File: src/rtl/inst_fetch_pkg.sv
// inst_fetch_pkg: shared defines for the instruction fetch block.
//   ADDR_W / INST_W : address and instruction widths (32 bits)
//   fetch_state_e   : fetch FSM encoding (IDLE, FILL)
//   word_align()    : clears the byte-offset bits of a fetch address
package inst_fetch_pkg;
  localparam int ADDR_W = 32;
  localparam int INST_W = 32;

  typedef enum logic {
    IDLE = 1'b0,
    FILL = 1'b1
  } fetch_state_e;

  function automatic logic [ADDR_W-1:0] word_align(input logic [ADDR_W-1:0] a);
    return {a[ADDR_W-1:2], 2'b00};
  endfunction
endpackage

File: src/rtl/fetch_byte_asm.sv
// fetch_byte_asm: 2-bit byte counter plus little-endian word assembler
// used while a missed word is filled one byte at a time.
//   clk, rst   : clock, synchronous active-low reset
//   clr        : restart assembly (counter and partial word to 0)
//   en         : accept byte_i into lane cnt and advance the counter
//   byte_i     : incoming byte
//   cnt        : current byte lane (0..3)
//   last       : cnt == 3, the next accepted byte completes the word
//   word_nxt   : partial word with byte_i merged into lane cnt
module fetch_byte_asm
  import inst_fetch_pkg::*;
(
  input  logic              clk,
  input  logic              rst,
  input  logic              clr,
  input  logic              en,
  input  logic [7:0]        byte_i,
  output logic [1:0]        cnt,
  output logic              last,
  output logic [INST_W-1:0] word_nxt
);
  logic [INST_W-1:0] word;

  // Merge is combinational so the final byte can be delivered in the
  // same edge that accepts it, without a bubble cycle.
  always_comb begin
    word_nxt = word;
    word_nxt[{cnt, 3'b000} +: 8] = byte_i;
  end

  assign last = (cnt == 2'd3);

  always_ff @(posedge clk) begin
    if (!rst) begin
      cnt  <= 2'd0;
      word <= '0;
    end else if (clr) begin
      cnt  <= 2'd0;
      word <= '0;
    end else if (en) begin
      cnt  <= cnt + 2'd1;
      word <= word_nxt;
    end
  end
endmodule

File: src/rtl/inst_fetch.sv
// inst_fetch: instruction fetch stage. Looks up the word-aligned PC in the
// icache; on a miss it reads the word from byte-wide memory (4 acked bytes,
// little-endian), writes it to the cache and delivers it.
// Build option: define INST_FETCH_CACHE_EN to use icache hits; without it
// icache_hit_i is ignored, icache_we_o is 0 and every fetch goes through FILL.
//   clk, rst, rdy        : clock, sync active-low reset, global ready (hold)
//   pc_i, req_i, flush_i : fetch address, fetch request, branch flush
//   icache_*             : lookup address, hit/data, fill write data/strobe
//   mem_*                : byte read request/address, returned byte/ack
//   inst_*               : delivered instruction, its PC, one-cycle strobe
//   stall_o              : fetch busy, PC stage holds
module inst_fetch
  import inst_fetch_pkg::*;
#(
  parameter logic [ADDR_W-1:0] RESET_PC = 32'h0
) (
  input  logic              clk,
  input  logic              rst,
  input  logic              rdy,
  input  logic [ADDR_W-1:0] pc_i,
  input  logic              req_i,
  input  logic              flush_i,
  output logic [ADDR_W-1:0] icache_addr_o,
  input  logic [INST_W-1:0] icache_data_i,
  input  logic              icache_hit_i,
  output logic [INST_W-1:0] icache_wdata_o,
  output logic              icache_we_o,
  output logic              mem_req_o,
  output logic [ADDR_W-1:0] mem_addr_o,
  input  logic [7:0]        mem_byte_i,
  input  logic              mem_ack_i,
  output logic [INST_W-1:0] inst_o,
  output logic [ADDR_W-1:0] inst_pc_o,
  output logic              inst_valid_o,
  output logic              stall_o
);
  fetch_state_e      state;
  logic [ADDR_W-1:0] pc_aligned, fetch_addr;
  logic              hit_eff, we_q;
  logic [1:0]        cnt;
  logic              last;
  logic [INST_W-1:0] word_nxt;

`ifdef INST_FETCH_CACHE_EN
  localparam logic CACHE_EN = 1'b1;
  assign hit_eff = icache_hit_i;
`else
  localparam logic CACHE_EN = 1'b0;
  logic unused_hit;
  assign hit_eff    = 1'b0;
  assign unused_hit = icache_hit_i;
`endif

  assign pc_aligned    = word_align(pc_i);
  assign icache_addr_o = (state == FILL) ? fetch_addr : pc_aligned;
  assign mem_addr_o    = fetch_addr + ADDR_W'(cnt);
  assign icache_we_o   = we_q;
  assign stall_o       = (state == FILL) | ((state == IDLE) & req_i & ~hit_eff);

  // Counter/assembler only move on rdy so a stalled pipeline drops acks.
  fetch_byte_asm u_asm (
    .clk      (clk),
    .rst      (rst),
    .clr      (rdy & (state == IDLE) & req_i & ~flush_i & ~hit_eff),
    .en       (rdy & (state == FILL) & ~flush_i & mem_ack_i),
    .byte_i   (mem_byte_i),
    .cnt      (cnt),
    .last     (last),
    .word_nxt (word_nxt)
  );

  always_ff @(posedge clk) begin
    if (!rst) begin
      state          <= IDLE;
      fetch_addr     <= '0;
      inst_o         <= '0;
      inst_pc_o      <= RESET_PC;
      inst_valid_o   <= 1'b0;
      we_q           <= 1'b0;
      icache_wdata_o <= '0;
      mem_req_o      <= 1'b0;
    end else if (rdy) begin
      inst_valid_o <= 1'b0;
      we_q         <= 1'b0;
      unique case (state)
        IDLE: begin
          if (req_i && !flush_i) begin
            if (hit_eff) begin
              inst_o       <= icache_data_i;
              inst_pc_o    <= pc_aligned;
              inst_valid_o <= 1'b1;
            end else begin
              fetch_addr <= pc_aligned;
              mem_req_o  <= 1'b1;
              state      <= FILL;
            end
          end
        end
        FILL: begin
          // Flush wins over a simultaneous final ack: the word is dropped.
          if (flush_i) begin
            state     <= IDLE;
            mem_req_o <= 1'b0;
          end else if (mem_ack_i && last) begin
            state          <= IDLE;
            mem_req_o      <= 1'b0;
            we_q           <= CACHE_EN;
            icache_wdata_o <= word_nxt;
            inst_o         <= word_nxt;
            inst_pc_o      <= fetch_addr;
            inst_valid_o   <= 1'b1;
          end
        end
        default: state <= IDLE;
      endcase
    end
  end
endmodule

File: config.mk
export PLATFORM = sky130hd
export DESIGN_NAME = inst_fetch
export DESIGN_NICKNAME = d
export VERILOG_FILES = /design/src/rtl/inst_fetch_pkg.sv /design/src/rtl/fetch_byte_asm.sv /design/src/rtl/inst_fetch.sv
export SDC_FILE = /design/constraint.sdc
export NUM_CORES = 1
export LEC_CHECK = 0
export CORE_ASPECT_RATIO = 1.1
export CORE_UTILIZATION = 43
export DETAILED_ROUTE_END_ITERATION = 7
export GPL_TIMING_DRIVEN = 0
export PLACE_DENSITY = 0.79
export SLEW_MARGIN = 5
export SYNTH_ARGS = -nofsm -noshare
export SYNTH_HDL_FRONTEND = slang
export SYNTH_SLANG_ARGS = --single-unit
File: constraint.sdc
create_clock -name clk -period 2.55 [get_ports clk]
set_input_delay 0.3825 -clock clk [delete_from_list [all_inputs] [get_ports clk]]
set_output_delay 0.3825 -clock clk [all_outputs]
set_load 0.05 [all_outputs]
Word-level counts from Yosys, hierarchy flattened
Index checks and enable logic that the tools add are counted.

operators by class
  add/subtract/negate cells = 3
  equality and inequality tests = 5
  shift-type cells = 2
  multiplexer cells = 19
  bitwise logic cells = 11
  reduce and logical (&&, ||, !) cells = 8

operators with widths
  kind                                                   count
  2-to-1 mux 32 bit                                      7
  adder 32 x 2 -> 32 bit                                 1
  bitwise mux 32 bit                                     1
  variable shift 8 x 7 -> 32 bit, first input constant   1
  variable part select 8 x 7 -> 32 bit                   1
  2-to-1 mux 1 bit                                       8
  AND reduction 4 bit                                    2
  AND 1 bit                                              7
  negator 5 -> 7 bit                                     1
  case mux 1 bit (2 select lines)                        3
  AND reduction 3 bit                                    2
  inequality test 2 x 1 -> 1 bit, second input constant  2
  inequality test 3 x 2 -> 1 bit, second input constant  1
  inverter 1 bit                                         3
  adder 2 x 1 -> 2 bit, second input constant            1
  equality test 2 bit, second input constant             1
  logical AND 1 bit                                      2
  inequality test 2 bit, second input constant           1
  OR reduction 2 bit                                     1
  zero test 1 bit                                        1
  OR 1 bit                                               1

storage, ports and cells
  register bits after elaboration = 163
  input bits = 79
  output and inout port bits = 164
  word-level logic and storage cells = 57

Longest topological paths before layout
Gate-level depths: netlist of run 1.

  depth in word-level cells = 6
  gate-level depth with buffers = 8
  mapped depth without buffers = 6

Modules after synthesis
Synthesis of run 1 repeated with hierarchy kept, for this count alone.

unflattened totals
  cells, all modules = 774
  area total of the unflattened synthesis = 6915.4 um^2

by module, submodules not included
  module          instances  cells each  area each (um^2)  seq. area each (um^2)
  inst_fetch      1          537         5083.6            2542.4
  fetch_byte_asm  1          237         1831.8            680.7

Least setup slack after synthesis of run 1
No wires, ideal clock.

  path kind = flip-flop to flip-flop
  start = register u_asm.cnt[0]
  end = register icache_wdata_o[25]
  setup time = 0.076 ns
  arrival time = 2.328 ns
  required time = 2.474 ns
  path slack = 0.146 ns
  stages on the path, launching flop included = 7
  buffers on the path = 0
  period minus slack after synthesis = 2.404 ns
  path through = dfxtp_1 -> inv_1 -> ha_1 -> or4b_1 -> nor3_4 -> nand2_1 -> a21boi_0

between the ends
  word-level cells in the longest chain between the ends = 3
  elaborated cells on any way between the ends = 7
  classes of those cells = add/sub: 1; eq/ne: 1; shift: 2; mux: 1; reduce/logical: 2

ends and longest elaborated chain
  what                                                              RTL line                                    text
  from (decl)                                                       fetch_byte_asm.sv:18                        output logic [1:0] cnt,
  from (signal assigned)                                            fetch_byte_asm.sv:41                        cnt <= cnt + 2'd1;
  negator 5 -> 7 bit / equality test 2 bit (equally long branches)  fetch_byte_asm.sv:28, fetch_byte_asm.sv:31
  variable part select 8 x 7 -> 32 bit (tied with other cells)      fetch_byte_asm.sv:28                        word_nxt[{cnt, 3'b000} +: 8] = byte_i;
  bitwise mux 32 bit / AND reduction 4 bit (equally long branches)  n/a
  to (signal assigned)                                              inst_fetch.sv:108                           icache_wdata_o <= word_nxt;
  to (decl)                                                         inst_fetch.sv:26                            output logic [INST_W-1:0] icache_wdata_o,

Several ways; a longest one is shown, not always the timed one.
A chain may end at the register's enable or synchronous reset.

Worst setup path after layout of run 1
  start = register state
  end = output icache_addr_o[19]

between the ends
  word-level cells in the longest chain between the ends = 1

ends and longest elaborated chain
  what                    RTL line           text
  from (decl)             inst_fetch.sv:37   fetch_state_e state;
  from (signal assigned)  inst_fetch.sv:74   state <= IDLE;
  from (signal assigned)  inst_fetch.sv:95   state <= FILL;
  from (signal assigned)  inst_fetch.sv:102  state <= IDLE;
  2-to-1 mux 32 bit       inst_fetch.sv:55   assign icache_addr_o = (state == FILL) ? fetch_addr : pc_aligned;
  to (decl)               inst_fetch.sv:23   output logic [ADDR_W-1:0] icache_addr_o,

Every way passes these cells.

==> impl_metrics.env, run 1 <==
export IMPL_hp_class="in2reg"
export IMPL_critPathMaxStageDelay_ps=420
export IMPL_hold_viol=0
export IMPL_crit_type="reg2out"
export IMPL_setup_violations=0
export IMPL_port_buffers=201
export IMPL_grt_pass1_vias=5399
export IMPL_crit_fanout=10
export IMPL_cts_tree="done"
export IMPL_vias=5783
export IMPL_ys_ff_latch=153
export IMPL_min_period_ps=2440
export IMPL_area_growth_pct=46.6
export IMPL_path_buf_inv=3
export IMPL_die_width_um=116
export IMPL_reg2reg_slack_ps=160
export IMPL_holdPathStages=2
export IMPL_crit_family="buffers and inverters"
export IMPL_seq_area_frac_synth_pct=50.2
export IMPL_core_area_um2=13900
export IMPL_mostFrequentLayoutCells="171 x clkdlybuf4s50_1, 159 x nand2_1, 153 x dfxtp_1"
export IMPL_synth_xor_area_share_pct=0
export IMPL_remaining_drc_errors=0
export IMPL_fmax_ghz=0.410
export IMPL_period_share_pct=95.6
export IMPL_cp_required_ps=2170
export IMPL_slew_headroom_pct=54.0
export IMPL_via_per_inst=5.13
export IMPL_grt_overflow_total=0
export IMPL_grt_usage_pct=24.8
export IMPL_synth_top_family_by_area="simple AND/OR/NAND/NOR gates"
export IMPL_dieArea_um2=14700
export IMPL_netlist_instances=701
export IMPL_hold_end="inst_o[25]"
export IMPL_grt_max_degree=17
export IMPL_cts_sinks=153
export IMPL_r2r_start="u_asm.cnt[0]"
export IMPL_dr_pass1_iters=5
export IMPL_avgSynthCellArea_um2=8.71
export IMPL_irDropWorstVdd_mv=0.428
export IMPL_diodes=0
export IMPL_r2r_cells=7
export IMPL_synth_mux_area_share_pct=5.53
export IMPL_r2r_end="icache_wdata_o[27]"
export IMPL_ys_types=42
export IMPL_fin_worst_skew_ps=7.99
export IMPL_worstMarginPinSlew_ps=685
export IMPL_initial_core_util_pct=44.1
export IMPL_end_kind="output port"
export IMPL_row_count=45
export IMPL_drive_gt1_share_pct=9.90
export IMPL_cts_buffer_depth=2
export IMPL_antenna_found_initial=0
export IMPL_path_common_cell="buf_2"
export IMPL_dr_first_iter_drc_count=241
export IMPL_gp_congestion=0.885
export IMPL_wl_per_cell_um=15.8
export IMPL_final_max_slew_viol_count=0
export IMPL_cts_buffers_inserted=17
export IMPL_clk_pin_slew_worst_paths_ps=60
export IMPL_place_ws_ps=-46.9
export IMPL_cp_slowest_cell="dlygate4sd2_1"
export IMPL_total_power_mw=5.47
export IMPL_cp_start_kind="register"
export IMPL_final_common_cell="clkdlybuf4s50_1"
export IMPL_grt_pass1_wl_um=28000
export IMPL_synth_compound_area_share_pct=18.6
export IMPL_path_cells="buf_2 > buf_2 > mux2_2 > dlygate4sd2_1"
export IMPL_finalWirelength_um=17900
export IMPL_clock_latency_ps=430
export IMPL_status="finished, final reports clean"
export IMPL_fin_nets=1010
export IMPL_ioPinCount=243
export IMPL_cellPowerDensity_nw_per_um2=611
export IMPL_holdBufCountCts=0
export IMPL_clock_root_buffer="clkbuf_16"
export IMPL_cts_max_level=4
export IMPL_whs_ps=386
export IMPL_place_area_um2=8370
export IMPL_yosys_area_share_simple_pct=20.3
export IMPL_critPathArrivalTime_ps=2060
export IMPL_drv_cap=0
export IMPL_synthAdderAreaFrac_pct=1.02
export IMPL_die_h_um=127
export IMPL_ys_warnings_count=0
export IMPL_final_cell_area_um2=8950
export IMPL_final_util_pct=64.6
export IMPL_p_leak_nw=3.25
export IMPL_layout_setup_ws_ps=112
export IMPL_min_from="rst"
export IMPL_postRouteAntennaNets=0
export IMPL_netlist_area_um2=6110
export IMPL_dp_hpwl_um=13000
-- cell families after synthesis --
group,Yosys count
adders and majority gates,5
buffers and inverters,61
other,1
muxes,30
AOI/OAI and AO/OA,162
and+or+nand+nor,289
DFF,153
-- repair_timing --
action	4_1_cts	5_1_grt
pin swaps	0	1
resized for setup	32	3
setup endpoints to repair	30	35
buffers inserted	0	1
endpoints found under the hold margin	0	0
-- synth_stat cells, drive strengths merged --
master / count / share of area (%)
nand2: 159 / 9.8
dfxtp: 153 / 50
nor2: 82 / 5.0
a21boi: 77 / 9.5
clkbuf: 34 / 2.1
o21ai: 31 / 2.5
mux2: 30 / 5.5
buf: 20 / 1.8
a221oi: 14 / 2.0
a22oi: 14 / 1.7
a21oi: 13 / 1.1
nand3: 11 / 0.90
nor2b: 8 / 0.82
and3: 7 / 0.72
inv: 7 / 0.43
o31ai: 7 / 0.86
ha: 5 / 1.0
nor3: 5 / 0.59
nand2b: 2 / 0.20
nand3b: 2 / 0.31
nor3b: 2 / 0.33
nor4: 2 / 0.41
o211a: 2 / 0.33
or2: 2 / 0.20
a211oi: 1 / 0.12
a31o: 1 / 0.14
and2: 1 / 0.10
and4: 1 / 0.14
and4b: 1 / 0.16
conb: 1 / 0.061
nand4: 1 / 0.10
nand4b: 1 / 0.14
o221a: 1 / 0.18
o2bb2ai: 1 / 0.14
or3b: 1 / 0.14
or4b: 1 / 0.16
-- flip-flops by register name, summed over array words and instances (netlist names) --
name            count
inst_o             32
inst_valid_o        1
u_asm.cnt           2
u_asm.word         24
fetch_addr         30
state               1
icache_wdata_o     32
inst_pc_o          30
mem_req_o           1
-- worst max path at each step --
stage                          to         start  cells past startpoint  slack [ps]
2_1_floorplan  icache_wdata_o[25]  u_asm.cnt[0]                      6         150
3_3_place_gp   icache_wdata_o[22]           rdy                      7         -20
3_5_place_dp    icache_wdata_o[1]           rdy                      7         -50
4_1_cts          icache_addr_o[9]         state                      4          50
5_1_grt                inst_o[27]  u_asm.cnt[0]                      7          -2
6_report        icache_addr_o[19]         state                      4         110
-- report_power, final --
part,switching (mW),internal [mW]
registers,0.0177,2.41
clock network,1.03,1.48
logic,0.343,0.194
total,1.39,4.08
-- metal layers --
metal	vias up	wire [µm]	global-route usage (%)
met5	-	0	0
met4	0	453	10.9
met3	34	1250	5.50
met2	220	8830	43.3
met1	2711	7310	28.8
li1	2818	-	-
-- area by class of cell --
class	instances	area, µm²
fillers	1228	4900
flip-flops and latches	153	3060
multi-input cells	491	2800
repair buffers	202	1990
clock buffers	20	447
plain buffers	54	245
well taps	188	235
clock inverters	12	140
inverters	7	26.3
-- metrics by stage --
step           setup TNS (ps)  std cells
2_1_floorplan               0        705
3_3_place_gp            -56.2       1094
3_5_place_dp             -211       1094
4_1_cts                     0       1126
5_1_grt                 -1.98       1127
6_report                    0       1127
(Power assumes the default switching activity.)
==> run 2, diff against run 1 <==
--- a/config.mk
+++ b/config.mk
@@ -5,11 +5,10 @@
 export SDC_FILE = /design/constraint.sdc
 export NUM_CORES = 1
 export LEC_CHECK = 0
-export CORE_ASPECT_RATIO = 1.1
-export CORE_UTILIZATION = 43
+export CORE_UTILIZATION = 47
 export DETAILED_ROUTE_END_ITERATION = 7
 export GPL_TIMING_DRIVEN = 0
-export PLACE_DENSITY = 0.79
+export PLACE_DENSITY = 0.86
 export SLEW_MARGIN = 5
 export SYNTH_ARGS = -nofsm -noshare
 export SYNTH_HDL_FRONTEND = slang
==> constraint.sdc (replaced) <==
create_clock -name clk -period 3 [get_ports clk]
set_input_delay 0.45 -clock clk [delete_from_list [all_inputs] [get_ports clk]]
set_output_delay 0.45 -clock clk [all_outputs]
set_load 0.05 [all_outputs]
==> impl_metrics.env, run 2 (synthesized netlist as in run 1, its figures left out) <==
export IMPL_final_cell_area_um2=8960
export IMPL_cp_required_ps=2550
export IMPL_switching_share_pct=24.2
export IMPL_dp_hpwl_um=12900
export IMPL_cts_tree="done"
export IMPL_place_area_um2=8350
export IMPL_area_growth_pct=46.7
export IMPL_crit_fanout=10
export IMPL_path_common_cell="buf_2"
export IMPL_cts_buffers_inserted=17
export IMPL_hp_class="in2reg"
export IMPL_fillers=1012
export IMPL_p_int_mw=3.58
export IMPL_slew_headroom_pct=43.7
export IMPL_reg_top3="icache_wdata_o (32), inst_o (32)"
export IMPL_fmax_ghz=0.356
export IMPL_grt_max_degree=17
export IMPL_rsz0062_at_grt="no"
export IMPL_fin_nets=1009
export IMPL_die_width_um=116
export IMPL_final_common_cell="clkdlybuf4s50_1"
export IMPL_grt_pass1_vias=5467
export IMPL_clk_pin_slew_worst_paths_ps=60
export IMPL_switching_power_mw=1.15
export IMPL_cts_sinks=153
export IMPL_antenna_found_initial=0
export IMPL_grt_overflow_total=0
export IMPL_dr_pass1_iters=5
export IMPL_cp_slowest_cell="clkdlybuf4s50_1"
export IMPL_end_kind="output port"
export IMPL_drive_gt1_share_pct=9.59
export IMPL_clock_root_buffer="clkbuf_16"
export IMPL_core_area_um2=12600
export IMPL_period_share_pct=93.6
export IMPL_cellPowerDensity_nw_per_um2=528
export IMPL_hold_viol=0
export IMPL_ioPinCount=243
export IMPL_cp_start_kind="register"
export IMPL_port_buffers=201
export IMPL_wl_per_cell_um=16.3
export IMPL_row_count=41
export IMPL_setup_violations=0
export IMPL_comb_power_share_pct=10.1
export IMPL_critPathMaxStageDelay_ps=700
export IMPL_worstMarginPinSlew_ps=838
export IMPL_p_leak_nw=3.20
export IMPL_grt_usage_pct=27.4
export IMPL_grt_pass1_wl_um=28200
export IMPL_drv_cap=0
export IMPL_min_period_ps=2810
export IMPL_dieArea_um2=13500
export IMPL_via_per_inst=5.25
export IMPL_initial_core_util_pct=48.4
export IMPL_holdBufCountCts=0
export IMPL_die_h_um=116
export IMPL_seqPwrFrac_pct=43.6
export IMPL_fin_worst_skew_ps=11.4
export IMPL_vias=5826
export IMPL_cts_max_level=4
export IMPL_dr_first_iter_drc_count=403
export IMPL_status="finished, final reports clean"
export IMPL_postRouteAntennaNets=0
export IMPL_setup_tns_final_ps=0
export IMPL_clock_latency_ps=430
export IMPL_mostFrequentLayoutCells="201 x clkdlybuf4s50_1, 159 x nand2_1, 153 x dfxtp_1"
export IMPL_diodes=0
export IMPL_remaining_drc_errors=0
export IMPL_finalWirelength_um=18100
export IMPL_gp_congestion=0.851
export IMPL_whs_ps=417
export IMPL_cts_buffer_depth=2
export IMPL_irDropWorstVdd_mv=0.333
export IMPL_critPathArrivalTime_ps=2360
export IMPL_path_cells="buf_2 > buf_2 > mux2_2 > clkdlybuf4s50_1"
export IMPL_crit_type="reg2out"
export IMPL_final_max_slew_viol_count=0
export IMPL_clkPwrFrac_pct=46.2
## run 2: worst max-delay path: cells and delay by family (launching register included)
family   cells  cell delay, ps
flops        1             300
buf+inv      3            1230
mux          1             400
## run 2: through the flow
stage,total power [mW],util (%),setup WS [ps],std cells
after floorplan,2.39,-,596,705
after global placement,2.58,66.2,386,1078
after detailed placement,2.58,66.2,358,1078
after CTS,4.76,71.0,172,1110
after global routing,4.88,71.0,75.4,1110
final,4.73,71.0,193,1110
## run 2: path summary, 6_finish.rpt
kind	startpoint	end	slack (ps)	depth (start not counted)
min reg2reg	u_asm.word[3]	u_asm.word[3]	450	2
max	state	icache_addr_o[9]	190	4
max reg2reg	u_asm.cnt[0]	inst_o[15]	460	6
min	rst	inst_o[30]	420	2
## run 2: per-layer routing
metal  GRT usage [%]  wire [µm]  up-vias
li1                -          -     2819
met1            31.6       7220     2727
met2            47.2       8900      248
met3            8.32       1630       32
met4            11.7        390        0
met5               0          0        -
## run 2: repair_timing
item | in CTS | in global routing
setup buffers | 0 | 0
endpoints found under the setup margin | 10 | 0
resized for setup | 2 | 0
## run 2: power groups by stage
| stage | clock network, mW | logic (mW) | registers [mW] |
|---|---|---|---|
| floorplan | 0 | 0.239 | 2.15 |
| global placement | 0 | 0.472 | 2.11 |
| detailed placement | 0 | 0.476 | 2.11 |
| CTS | 2.22 | 0.479 | 2.06 |
| global route | 2.31 | 0.506 | 2.06 |
| finish | 2.19 | 0.480 | 2.06 |
## run 2: cell type report
class	count	area (µm²)	area share [%]
multi-input combinational	491	2790	31.2
inverter	7	26.3	0.293
timing repair buffer	201	2010	22.5
buffer	54	243	2.71
clock inverter	11	145	1.62
sequential	153	3060	34.2
clock buffer	21	460	5.14
tap	172	215	2.40
